**src/rtl/t_switch_rr_pkg.sv**
```systemverilog
// Shared types for the T-switch node: 2-bit direction codes and a deflection-count helper.
package t_switch_rr_pkg;

  typedef enum logic [1:0] {
    DIR_VOID  = 2'b00,
    DIR_LEFT  = 2'b01,
    DIR_RIGHT = 2'b10,
    DIR_UP    = 2'b11
  } dir_e;

  localparam int STATS_W = 16;

  // Number of packets (0..3) that left on a port other than their decoded one.
  function automatic logic [1:0] deflect_sum(input logic a, input logic b, input logic c);
    return 2'(a) + 2'(b) + 2'(c);
  endfunction

endpackage

```
**src/rtl/t_route_decode.sv**
```systemverilog
// Destination decode for one T-switch input: maps a leaf address to VOID/LEFT/RIGHT/UP.
module t_route_decode
  import t_switch_rr_pkg::*;
#(
  parameter int ADDR_W = 5,
  parameter int LEVEL  = 0,
  parameter int POS    = 0
) (
  input  logic [ADDR_W-1:0] addr,
  input  logic              valid,
  output dir_e              dir
);

  localparam logic [ADDR_W-1:0] POS_V = ADDR_W'(POS);

  logic [ADDR_W-1:0] subtree;
  assign subtree = addr >> (LEVEL + 1);

  always_comb begin
    dir = DIR_VOID;
    if (valid) begin
      if (subtree != POS_V) begin
        dir = DIR_UP;
      end else if (addr[LEVEL]) begin
        dir = DIR_RIGHT;
      end else begin
        dir = DIR_LEFT;
      end
    end
  end

endmodule

```
**src/rtl/t_switch_rr.sv**
```systemverilog
// Registered bufferless T-switch node with round-robin uplink arbitration.
// Define T_SWITCH_STATS_EN to add the saturating deflect_cnt output.
//
// Handshake: every *_v qualifies its data for exactly one cycle; there is no
// ready, a node never stalls and every valid input appears on one output one
// cycle later.
module t_switch_rr
  import t_switch_rr_pkg::*;
#(
  parameter int P_W    = 49,
  parameter int ADDR_W = 5,
  parameter int LEVEL  = 0,
  parameter int POS    = 0
) (
  input  logic           clk,
  input  logic           reset_n,
  input  logic [P_W-1:0] l_in,
  input  logic           l_in_v,
  input  logic [P_W-1:0] r_in,
  input  logic           r_in_v,
  input  logic [P_W-1:0] u_in,
  input  logic           u_in_v,
  output logic [P_W-1:0] l_out,
  output logic           l_out_v,
  output logic [P_W-1:0] r_out,
  output logic           r_out_v,
  output logic [P_W-1:0] u_out,
  output logic           u_out_v
`ifdef T_SWITCH_STATS_EN
  ,
  output logic [STATS_W-1:0] deflect_cnt
`endif
);

  localparam bit ROOT = (LEVEL + 1 >= ADDR_W);

  dir_e l_dir, r_dir, u_dir;
  dir_e l_take, r_take, u_take;
  logic free_l, free_r, free_u;
  logic rr_ptr, rr_toggle;
  logic u_v_eff;

  logic [P_W-1:0] nxt_l, nxt_r, nxt_u;
  logic           nxt_l_v, nxt_r_v, nxt_u_v;

  assign u_v_eff = u_in_v && !ROOT;

  t_route_decode #(.ADDR_W(ADDR_W), .LEVEL(LEVEL), .POS(POS)) u_dec_l (
    .addr  (l_in[P_W-1 -: ADDR_W]),
    .valid (l_in_v),
    .dir   (l_dir)
  );

  t_route_decode #(.ADDR_W(ADDR_W), .LEVEL(LEVEL), .POS(POS)) u_dec_r (
    .addr  (r_in[P_W-1 -: ADDR_W]),
    .valid (r_in_v),
    .dir   (r_dir)
  );

  t_route_decode #(.ADDR_W(ADDR_W), .LEVEL(LEVEL), .POS(POS)) u_dec_u (
    .addr  (u_in[P_W-1 -: ADDR_W]),
    .valid (u_v_eff),
    .dir   (u_dir)
  );

  // Stage order matters: each stage only sees outputs the earlier ones left free.
  always_comb begin
    l_take    = DIR_VOID;
    r_take    = DIR_VOID;
    u_take    = DIR_VOID;
    free_l    = 1'b1;
    free_r    = 1'b1;
    free_u    = !ROOT;
    rr_toggle = 1'b0;

    if (l_dir == DIR_LEFT) begin
      l_take = DIR_LEFT;
      free_l = 1'b0;
    end
    if (r_dir == DIR_RIGHT) begin
      r_take = DIR_RIGHT;
      free_r = 1'b0;
    end
    if (u_dir == DIR_UP) begin
      u_take = DIR_UP;
      free_u = 1'b0;
    end

    if (u_dir == DIR_LEFT) begin
      if (free_l) begin
        u_take = DIR_LEFT;
        free_l = 1'b0;
      end else begin
        u_take = DIR_UP;
        free_u = 1'b0;
      end
    end else if (u_dir == DIR_RIGHT) begin
      if (free_r) begin
        u_take = DIR_RIGHT;
        free_r = 1'b0;
      end else begin
        u_take = DIR_UP;
        free_u = 1'b0;
      end
    end

    if (free_u && l_dir == DIR_UP && r_dir == DIR_UP) begin
      rr_toggle = 1'b1;
      free_u    = 1'b0;
      if (rr_ptr) r_take = DIR_UP;
      else        l_take = DIR_UP;
    end else if (free_u && l_dir == DIR_UP) begin
      l_take = DIR_UP;
      free_u = 1'b0;
    end else if (free_u && r_dir == DIR_UP) begin
      r_take = DIR_UP;
      free_u = 1'b0;
    end

    if (l_take == DIR_VOID && l_dir == DIR_RIGHT && free_r) begin
      l_take = DIR_RIGHT;
      free_r = 1'b0;
    end
    if (r_take == DIR_VOID && r_dir == DIR_LEFT && free_l) begin
      r_take = DIR_LEFT;
      free_l = 1'b0;
    end

    // Deflection fallback; u is always placed by the downlink stage.
    if (l_take == DIR_VOID && l_dir != DIR_VOID) begin
      if (free_l) begin
        l_take = DIR_LEFT;
        free_l = 1'b0;
      end else if (free_r) begin
        l_take = DIR_RIGHT;
        free_r = 1'b0;
      end else if (free_u) begin
        l_take = DIR_UP;
        free_u = 1'b0;
      end
    end
    if (r_take == DIR_VOID && r_dir != DIR_VOID) begin
      if (free_r) begin
        r_take = DIR_RIGHT;
        free_r = 1'b0;
      end else if (free_l) begin
        r_take = DIR_LEFT;
        free_l = 1'b0;
      end else if (free_u) begin
        r_take = DIR_UP;
        free_u = 1'b0;
      end
    end
  end

  always_comb begin
    nxt_l_v = (l_take == DIR_LEFT) || (r_take == DIR_LEFT) || (u_take == DIR_LEFT);
    nxt_r_v = (l_take == DIR_RIGHT) || (r_take == DIR_RIGHT) || (u_take == DIR_RIGHT);
    nxt_u_v = (l_take == DIR_UP) || (r_take == DIR_UP) || (u_take == DIR_UP);

    nxt_l = '0;
    if (l_take == DIR_LEFT)      nxt_l = l_in;
    else if (r_take == DIR_LEFT) nxt_l = r_in;
    else if (u_take == DIR_LEFT) nxt_l = u_in;

    nxt_r = '0;
    if (l_take == DIR_RIGHT)      nxt_r = l_in;
    else if (r_take == DIR_RIGHT) nxt_r = r_in;
    else if (u_take == DIR_RIGHT) nxt_r = u_in;

    nxt_u = '0;
    if (l_take == DIR_UP)      nxt_u = l_in;
    else if (r_take == DIR_UP) nxt_u = r_in;
    else if (u_take == DIR_UP) nxt_u = u_in;
  end

  always_ff @(posedge clk or negedge reset_n) begin
    if (!reset_n) begin
      l_out   <= '0;
      l_out_v <= 1'b0;
      r_out   <= '0;
      r_out_v <= 1'b0;
      u_out   <= '0;
      u_out_v <= 1'b0;
      rr_ptr  <= 1'b0;
    end else begin
      l_out   <= nxt_l;
      l_out_v <= nxt_l_v;
      r_out   <= nxt_r;
      r_out_v <= nxt_r_v;
      u_out   <= nxt_u;
      u_out_v <= nxt_u_v;
      if (rr_toggle) rr_ptr <= ~rr_ptr;
    end
  end

`ifdef T_SWITCH_STATS_EN
  logic [1:0]         n_defl;
  logic [STATS_W:0]   defl_sum;

  assign n_defl   = deflect_sum(l_take != l_dir, r_take != r_dir, u_take != u_dir);
  assign defl_sum = {1'b0, deflect_cnt} + (STATS_W + 1)'(n_defl);

  always_ff @(posedge clk or negedge reset_n) begin
    if (!reset_n) begin
      deflect_cnt <= '0;
    end else if (defl_sum[STATS_W]) begin
      deflect_cnt <= '1;
    end else begin
      deflect_cnt <= defl_sum[STATS_W-1:0];
    end
  end
`else
  // Statistics disabled: the switching path above is the whole node.
`endif

endmodule
```
**config.mk**
```make
export PLATFORM = sky130hd
export DESIGN_NAME = t_switch_rr
export DESIGN_NICKNAME = d
export VERILOG_FILES = /design/src/rtl/t_switch_rr_pkg.sv /design/src/rtl/t_route_decode.sv /design/src/rtl/t_switch_rr.sv
export SDC_FILE = /design/constraint.sdc
export NUM_CORES = 1
export LEC_CHECK = 0
export CAP_MARGIN = 20
export CORE_MARGIN = 2
export CORE_UTILIZATION = 46
export DETAILED_ROUTE_END_ITERATION = 12
export PLACE_DENSITY = 0.86
export SYNTH_ARGS = -nofsm -noshare
export SYNTH_HDL_FRONTEND = slang
export SYNTH_HIERARCHICAL = 1
export SYNTH_SLANG_ARGS = --single-unit
```
**constraint.sdc**
```tcl
create_clock -name clk -period 6.92 [get_ports clk]
set_clock_uncertainty 0.2 [all_clocks]
set_input_delay 1.384 -clock clk [delete_from_list [all_inputs] [get_ports clk]]
set_output_delay 1.384 -clock clk [all_outputs]
set_load 0.02 [all_outputs]
```
==> impl_metrics.ini <==
[detailed_routing]
routed_via_density = 5.953
route.vias.total = 6727
drt_wl_total_mm = 24.23
wl_per_cell_um = 21.44
drc = 0
ant_nets = 0
drtIter0Drc = 554
drt-pass1-iter-count = 6

[timing]
slew_violations = 0
tightest_slew_ns = 1.053
max-slew-margin-rel = 0.2966
rsz0062_at_grt = false
period_needed_ns = 5.227
setup_viol = 0
fin_crit_sh = 0.7553
finalHoldViolCount = 0
final.setup.tns_ns = 0
max_freq_mhz = 191.3

[clock_tree]
htree_levels = 4
cts_sinks = 151
cts_tree = done
cts.repair.resized = 0
cts_buffers = 17
clkTransAtPathRegs_ns = 0.06
cts_setup_buffers = 0
clkLatencyLatePin_ns = 0.41
hold_buffers = 0
cts_buffer_depth = 2
ctsRootBufferMaster = clkbuf_16

[cells_and_area]
diodes = 0
nNetsFinal = 1081
area_growth_pct = 53.05
final_common_cell = clkdlybuf4s50_1
drive_gt1_frac = 0.07113
n_fill_cell = 1073
instances_no_fill = 1130
regArea_sq_mm = 0.003779
multiInputGateArea_sq_mm = 0.002947
final_cell_mix = 300 x clkdlybuf4s50_1, 151 x dfrtp_1, 99 x and2_1, 98 x a221o_1

[power]
seq_power_share = 0.356
power.switching_mw = 0.9130
internal_power_mw = 2.082
ir_worst_vdd_mv = 0.1730
power.leakage_nw = 4.665
pwr-share-clk = 0.323
pwr_density_cell_mw_per_mm2 = 273.7
pwr-share-comb = 0.321
power_mw = 2.995
p_sw_frac = 0.3049

[critical_path]
r2r-end = u_out[23]
startpoint_type = input port
ff2ff_path_depth = 7
crit_type = input port to flop
r2r-start = rr_ptr
arrival_ns = 5.37
regToRegSetupSlack_ns = 4.01
critPathRequiredTime_ns = 7.06
crit_path_end_kind = flop
crit_fanout = 26
cp-startpoint = l_in[48]

[synth]
yosys-top-cells-area = dfrtp_1 53%, a221o_1 14%, and2_1 8.7%
ys_seq_area_frac = 0.5284
avgSynthCellArea_sq_um = 11.00
syn_inst = 650
synth_top_area_cell = dfrtp_1
yosysTopAreaCellShare = 0.5284
synth_fp_nets = 802
syn_area_sq_mm = 0.007151
synth_ff_type = dfrtp_1
synth-seq-cells = 151
synth_edf_count = 0
synthArstFlopShare = 1.000
synth_cell_types = 50
ys_warn_count = 6

[global_route]
grt_pass1_wl_mm = 35.98
grt_max_degree = 78
grt_usage = 0.2866
grt_overflow = 0
grt_pass1_vias = 6338
antenna_found_initial = 0

[floorplanning]
die_area_sq_mm = 0.01656
placementRows = 45
die_w_um = 128.7
coreArea_sq_mm = 0.01520
io_pins = 302
die_h_um = 128.7
start_util = 0.4704

[job]
drv_cap = 0

[hold_path]
min-delay-start = rr_ptr
min_path_type = flop to flop
worstHoldEndpoint = rr_ptr
hold-path-cell-count = 1

[place]
dp_cells = 1097
dp_hpwl_mm = 16.33
port_buffers = 301
routabilityCongestion = 0.8785

[run_status]
status = finished clean
[state kept, by name, indices dropped and copies added (netlist names)]
register,count
l_out,49
r_out,49
u_out,49
l_out_v,1
r_out_v,1
rr_ptr,1
u_out_v,1
[routing by layer]
| layer | routed length [um] | GRT usage | up-vias |
|---|---|---|---|
| li1 | - | - | 3007 |
| met3 | 2070 | 0.08482 | 64 |
| met2 | 12050 | 0.4725 | 380 |
| met1 | 9239 | 0.3504 | 3276 |
| met5 | 0 | 0 | - |
| met4 | 871 | 0.1272 | 0 |
[cell type report]
cell class / instances / share of cell area
Inverter: 55 / 0.01886
Sequential cell: 151 / 0.3453
Multi-Input combinational cell: 385 / 0.2692
Timing Repair Buffer: 319 / 0.2878
Tap cell: 188 / 0.02149
Clock inverter: 10 / 0.01315
Clock buffer: 22 / 0.04424
[worst max-delay path, stage by stage]
cell	delay (ns)
clkdlybuf4s50_1	0.57
nor4_2	0.10
a21boi_1	0.53
buf_4	0.29
or3b_1	0.37
a32oi_1	0.42
or3b_2	0.23
a31oi_1	0.12
nor2_4	0.62
buf_4	0.46
a221o_1	0.25
[synth_stat cells, types with 3 or more instances]
cell and number:
clkbuf_1 39, dfrtp_1 151, nor2b_1 5, nand2_1 6, buf_6 6, nor4_2 3
buf_2 13, nor2_1 8, inv_1 55, a31oi_1 3, a221o_1 98, a21boi_1 6
o21ai_0 5, nand2b_1 6, and2_1 100, or3_1 4, a221oi_1 50, a21oi_1 55
[how the worst max path moves through the flow]
stage | end | slack, ns | depth (start not counted)
finish | u_out[23] | 1.69 | 11
global route | u_out[23] | 1.50 | 11
CTS | l_out[21] | 1.62 | 10
detailed placement | l_out[15] | 1.26 | 10
global placement | u_out[23] | 1.31 | 11
floorplan | u_out_v | 3.01 | 10
[stage by stage]
step,hold WS [ns],utilization,worst slack (ns),instance area [sq um]
2_1_floorplan,0.2546,-,3.008,7151
3_3_place_gp,0.2761,0.6781,1.309,10310
3_5_place_dp,0.2808,0.6781,1.258,10310
4_1_cts,0.2924,0.7194,1.615,10940
5_1_grt,0.3142,0.7199,1.503,10940
6_report,0.2939,0.7199,1.693,10940
[cell families after synthesis]
logic type / count (synthesis) / synth area share
simple gates: 149 / 0.1309
buf+inv: 114 / 0.06894
flops: 151 / 0.5284
xor+xnor: 2 / 0.002450
compound gates: 234 / 0.2693
[power groups by stage]
stage | clock network (mW) | logic (mW) | registers (mW)
after global placement | 0 | 0.942 | 1.08
after floorplan | 0 | 0.273 | 1.26
after detailed placement | 0 | 0.953 | 1.08
final | 0.968 | 0.961 | 1.07
after CTS | 0.978 | 0.959 | 1.07
after global routing | 1.02 | 1.01 | 1.08
No activity file was read; power rests on OpenSTA's default activity.
